--- config.mk ---
export PLATFORM = sky130hd
export DESIGN_NAME = core_controller
export DESIGN_NICKNAME = d
export VERILOG_FILES = /design/src/rtl/core_controller_pkg.sv /design/src/rtl/core_controller_stage_timer.sv /design/src/rtl/core_controller.sv
export SDC_FILE = /design/constraint.sdc
export NUM_CORES = 1
export LEC_CHECK = 0
export BUFFER_PORTS_ARGS = -buffer_cell sky130_fd_sc_hd__buf_2
export CAP_MARGIN = 20
export CORE_MARGIN = 1.5
export CORE_UTILIZATION = 48
export CTS_CLUSTER_SIZE = 30
export DETAILED_ROUTE_END_ITERATION = 10
export GPL_TIMING_DRIVEN = 0
export PLACE_DENSITY = 0.77
export REMOVE_ABC_BUFFERS = 1
export SYNTH_ARGS = -nofsm -noshare
export SYNTH_HDL_FRONTEND = slang
export SYNTH_SLANG_ARGS = --single-unit
--- constraint.sdc ---
create_clock -name clk -period 2.3 [get_ports clk]
set_input_delay 0.575 -clock clk [delete_from_list [all_inputs] [get_ports clk]]
set_output_delay 0.575 -clock clk [all_outputs]
set_load 0.005 [all_outputs]
--- src/rtl/core_controller_pkg.sv ---
// Shared definitions for the core sequencer: state encoding, reset PC
// default, PC step and the PC-advance rule used when an instruction retires.
package core_controller_pkg;

  typedef enum logic [2:0] {
    ST_IDLE  = 3'd0,
    ST_FETCH = 3'd1,
    ST_EXEC  = 3'd2,
    ST_MEM   = 3'd3,
    ST_HALT  = 3'd4,
    ST_ERROR = 3'd5
  } state_e;

  localparam logic [31:0] DEFAULT_RESET_PC = 32'h0000_0000;
  localparam logic [31:0] PC_INC           = 32'd4;

  // Address of the next instruction: a taken branch redirects to the
  // word-aligned target, otherwise step sequentially (wraps mod 2^32).
  function automatic logic [31:0] next_pc(input logic [31:0] cur_pc,
                                          input logic        taken,
                                          input logic [31:0] target);
    return taken ? {target[31:2], 2'b00} : cur_pc + PC_INC;
  endfunction

endpackage

--- src/rtl/core_controller_stage_timer.sv ---
// Watchdog counter for one handshake stage: cleared on stage entry, counts
// each cycle spent waiting, flags the cycle on which the wait budget ends.
module stage_timer #(
  parameter int TIMEOUT = 16
) (
  input  logic clk,
  input  logic rst,
  input  logic clear_i,
  input  logic count_i,
  output logic expire_o
);

  localparam int CW = $clog2(TIMEOUT);
  localparam logic [CW-1:0] LAST = CW'(TIMEOUT - 1);

  logic [CW-1:0] count_q;

  // expire_o marks the TIMEOUT-th waiting cycle (count already at TIMEOUT-1)
  assign expire_o = (count_q == LAST);

  // Wait-cycle counter; holds at the last value so it can never wrap
  always_ff @(posedge clk or posedge rst) begin
    if (rst) begin
      count_q <= '0;
    end else if (clear_i) begin
      count_q <= '0;
    end else if (count_i && !expire_o) begin
      count_q <= count_q + 1'b1;
    end
  end

endmodule

--- src/rtl/core_controller.sv ---
// Multi-cycle core sequencer: fetch -> exec -> mem/writeback, with PC and
// retired-count ownership, writeback gating, halt handling and a watchdog.
module core_controller
  import core_controller_pkg::*;
#(
  parameter logic [31:0] RESET_PC = DEFAULT_RESET_PC,
  parameter int          TIMEOUT  = 16,
  parameter int          CNT_W    = 32
) (
  input  logic             clk,
  input  logic             rst,
  output logic             fetch_start,
  input  logic             fetch_done,
  output logic             latch_fd,
  output logic             latch_de,
  output logic             mw_start,
  input  logic             mw_done,
  input  logic             branch_taken,
  input  logic [31:0]      branch_target,
  input  logic             halt_req,
  output logic [31:0]      pc,
  output logic             wb_commit,
  output logic [CNT_W-1:0] retired,
  output logic             halted,
  output logic             error
);

  state_e           state_q, state_d;
  logic             first_q;
  logic [31:0]      pc_q;
  logic [CNT_W-1:0] retired_q;

  logic waiting;
  logic stage_done;
  logic timer_clear;
  logic timer_count;
  logic timer_expire;
  logic commit;

  // A handshake stage is either waiting on fetch or on memory/writeback
  assign waiting    = (state_q == ST_FETCH) || (state_q == ST_MEM);
  assign stage_done = ((state_q == ST_FETCH) && fetch_done) ||
                      ((state_q == ST_MEM)   && mw_done);

  // Any state change restarts the wait budget for the state being entered
  assign timer_clear = (state_d != state_q);
  assign timer_count = waiting && !stage_done;

  stage_timer #(
    .TIMEOUT (TIMEOUT)
  ) u_stage_timer (
    .clk      (clk),
    .rst      (rst),
    .clear_i  (timer_clear),
    .count_i  (timer_count),
    .expire_o (timer_expire)
  );

  // Instruction retires on the mw_done cycle of MEM
  assign commit = (state_q == ST_MEM) && mw_done;

  // State register
  always_ff @(posedge clk or posedge rst) begin
    if (rst) begin
      state_q <= ST_IDLE;
    end else begin
      state_q <= state_d;
    end
  end

  // Next-state logic; a done arriving on the expiry cycle still wins
  always_comb begin
    state_d = state_q;
    case (state_q)
      ST_IDLE:  state_d = ST_FETCH;
      ST_FETCH: begin
        if (fetch_done) begin
          state_d = ST_EXEC;
        end else if (timer_expire) begin
          state_d = ST_ERROR;
        end
      end
      ST_EXEC:  state_d = ST_MEM;
      ST_MEM: begin
        if (mw_done) begin
          state_d = halt_req ? ST_HALT : ST_FETCH;
        end else if (timer_expire) begin
          state_d = ST_ERROR;
        end
      end
      ST_HALT:  state_d = ST_HALT;
      ST_ERROR: state_d = ST_ERROR;
      default:  state_d = ST_IDLE;
    endcase
  end

  // First-cycle flag so start pulses fire once per stage entry
  always_ff @(posedge clk or posedge rst) begin
    if (rst) begin
      first_q <= 1'b0;
    end else begin
      first_q <= timer_clear;
    end
  end

  // PC and retired counter advance only when an instruction commits
  always_ff @(posedge clk or posedge rst) begin
    if (rst) begin
      pc_q      <= RESET_PC;
      retired_q <= '0;
    end else if (commit) begin
      pc_q      <= next_pc(pc_q, branch_taken, branch_target);
      retired_q <= retired_q + CNT_W'(1);
    end
  end

  assign fetch_start = (state_q == ST_FETCH) && first_q;
  assign latch_fd    = (state_q == ST_FETCH) && fetch_done;
  assign latch_de    = (state_q == ST_EXEC);
  assign mw_start    = (state_q == ST_MEM) && first_q;
  assign wb_commit   = commit;
  assign pc          = pc_q;
  assign retired     = retired_q;
  assign halted      = (state_q == ST_HALT);
  assign error       = (state_q == ST_ERROR);

endmodule

==> flow_summary.ini <==
[critical_path]
worstPathCellList = nand4b_1 -> clkinvlp_4 -> buf_16 -> buf_6
end_kind = primary output
crit_slowest_cell = dfrtp_2
cp_data_required_time_ns = 1.73
cp-start-kind = register
r2r_cells = 6
critPathMaxStageDelay_ns = 0.49
cp_max_fo = 32
worstSetupPathType = register to primary output
crit_arrival_ns = 1.70

[synth]
synthesis.instances = 422
ys_warn_count = 0
yosysMostFrequentCell = dfrtp_1
synth_top_area_share_pct = 44.8
synthTopCellsByCount = 70 x dfrtp_1, 36 x nor2_1, 33 x nand2_1
synth_top_area_cell = dfrtp_1
ys_types = 57
synth-seq-cells = 70
ys_seq_area_share_pct = 44.8
synth.avg_cell_area_um2 = 9.27
synthArstFlopShare_pct = 100
synth_area_mm2 = 0.00391
synthFlopType = dfrtp_1
synth_area_leaders = dfrtp_1 45%, xnor2_1 6.3%, nand3_1 4.1%
synth_edf_count = 0

[sta]
timing.final.crit_share_pct = 98.9
fin_crit_ns = 2.28
timing.final.ws_setup_ns = 0.0243
skew_ns = 0.0116
max_slew_margin_pct = 40.5
drv_slew = 0
finalHoldViolCount = 0
rsz0062_at_grt = true
tightest_slew_ns = 0.893
fmax_ghz = 0.439
finalSetupViolations = 0

[job]
maxCapViolCount = 0

[detailed_routing]
routed_wl_um = 10200
firstDrtPassIters = 5
drtIter0Drc = 190
drtAntennaViolNets = 0
drc = 0
num_vias = 3695
wl_per_cell_um = 16.3
routed_via_density = 5.89

[power_and_ir_drop]
pwr-share-clk_pct = 24.8
p_comb_share_pct = 30.0
p_int_mw = 2.79
p_seq_share_pct = 45.2
sw_frac_of_total_pct = 38.1
powerDensity_mw_per_mm2 = 951
p_leak_nw = 2.13
finalPower_mw = 4.51
power_switching_mw = 1.72
peakVddDrop_v = 0.000450

[die]
die_area_mm2 = 0.00870
die_width_um = 93.3
initial_core_util_pct = 50.1
rows = 32
core_area_mm2 = 0.00781
die_y_um = 93.3
io_pins = 109

[grt]
grt_pass1_wl_um = 16800
grt_pass1_vias = 3488
antenna_found_initial = 0
grt.total_usage_pct = 24.2
grt_overflow = 0
grt_max_degree = 71

[clock_tree]
ctsHoldBuffers = 0
cts_root_buf = clkbuf_8
htree_levels = 3
cts.path.max_buffers = 2
cts.sinks = 70
clk_latency_ns = 0.35
cts_tree = built
numCtsBuffers = 9
clk_pin_slew_ns = 0.08

[placement]
dpl_worst_slack_ns = -0.805
port_buffers = 104
dp_hpwl_um = 6870
place.gp.congestion = 0.807

[layout]
fillCellCount = 705
nNetsFinal = 561
num_antenna_cells = 0
syn2layout_area_growth_pct = 21.2
drive_gt1_share_pct = 26.9

[run_status]
status = finished clean

[hold_path]
hold_class = input port to asynchronous set/reset pin
## kinds of logic (layout without fill, tap and decap cells)
group	Yosys count	in the layout	synth area share, %
flops	70	70	44.8
buf+inv	36	138	4.74
fa+ha+maj	3	3	0.960
mux	6	6	1.54
other cells	1	2	0.0959
xor+xnor	33	33	7.39
simple gates	183	183	25.9
compound gates	90	90	14.6
## power groups by stage
| stage | logic [mW] | registers, mW | clock network (mW) |
|---|---|---|---|
| final | 1.35 | 2.04 | 1.12 |
| after global routing | 1.53 | 2.09 | 1.19 |
| after CTS | 1.35 | 2.02 | 1.14 |
| after detailed placement | 1.32 | 2.04 | 0 |
| after global placement | 1.23 | 2.01 | 0 |
| after floorplan | 0.727 | 1.97 | 0 |
## state kept, by name, indices dropped and copies added, names as in the netlist
name and flops:
retired 32, pc 30, u_stage_timer.count_q 4, state_q 3, first_q 1
## what timing repair did
action / 4_1_cts / 5_1_grt
resized for setup: 5 / 3
buffers inserted: 1 / 1
hold endpoints to repair: 0 / 0
gates cloned: 1 / 0
setup endpoints to repair: 53 / 2
pin swaps: 1 / 0
## routing by layer
metal  vias up  share of wire [%]  GRT usage, %
met5         -                  0             0
met4         0                1.6          8.71
met3        15                5.5          4.07
met2       116                 48          38.7
met1      1824                 45          33.0
li1       1740                  -             -
## final timing paths
check	slack, ns	end	startpoint
setup / recovery	0.02	wb_commit	state_q[2]$_DFF_PP0_
hold / removal	0.40	first_q$_DFF_PP0_	rst
setup reg to reg	0.06	pc[30]$_DFFE_PP0P_	state_q[2]$_DFF_PP0_
hold reg to reg	0.48	retired[31]$_DFFE_PP0P_	retired[31]$_DFFE_PP0P_
max in group asynchronous	1.28	state_q[0]$_DFF_PP0_	rst
min in group clk	0.46	pc[2]$_DFFE_PP0P_	branch_target[2]
## stage by stage
stage          hold slack (ns)  std cells  cell area [um^2]  util, %  TNS, ns
5_1_grt                  0.491        627              4740     60.7  -0.0179
6_report                 0.401        627              4740     60.7        0
2_1_floorplan            0.465        400              3780        -   -29.61
4_1_cts                  0.450        626              4720     60.5  -0.0682
3_3_place_gp             0.454        606              4430     56.7  -173.32
3_5_place_dp             0.462        608              4470     57.3   -24.61
## critical path: cells and delay by family, from the launching register on
kind                   cells  cell delay [ns]
and+or+nand+nor            1             0.35
buffers and inverters      3             0.50
DFF                        1             0.49
## cell usage in the layout (no fill, tap or decap), types with 3 or more instances in the layout
master / n
a21oi_1: 23
a22oi_1: 3
a311oi_1: 6
a31oi_1: 3
a41o_1: 3
and2_1: 3
and3_1: 6
and4_1: 5
buf_2: 102
clkbuf_8: 9
clkinvlp_4: 3
dfrtp_1: 68
inv_1: 10
mux2i_1: 6
nand2_1: 33
nand3_1: 32
nand4_1: 19
nand4b_1: 3
nor2_1: 36
nor3_1: 17
nor4_1: 6
o21ai_0: 22
o21ai_1: 5
o22ai_1: 7
or3_1: 5
or4_1: 3
xnor2_1: 28
xor2_1: 5
## final cells by class
cell class	instances	area [um^2]	share of cell area (%)
multi-input cells	317	1980	41.8
repair buffers	108	591	12.5
clock buffers	10	128	2.69
inverters	13	58.8	1.24
repair inverters	1	5.00	0.106
well taps	102	128	2.69
clock inverters	6	93.8	1.98
flip-flops and latches	70	1750	37.0
Power figures use the tool's default switching activity.
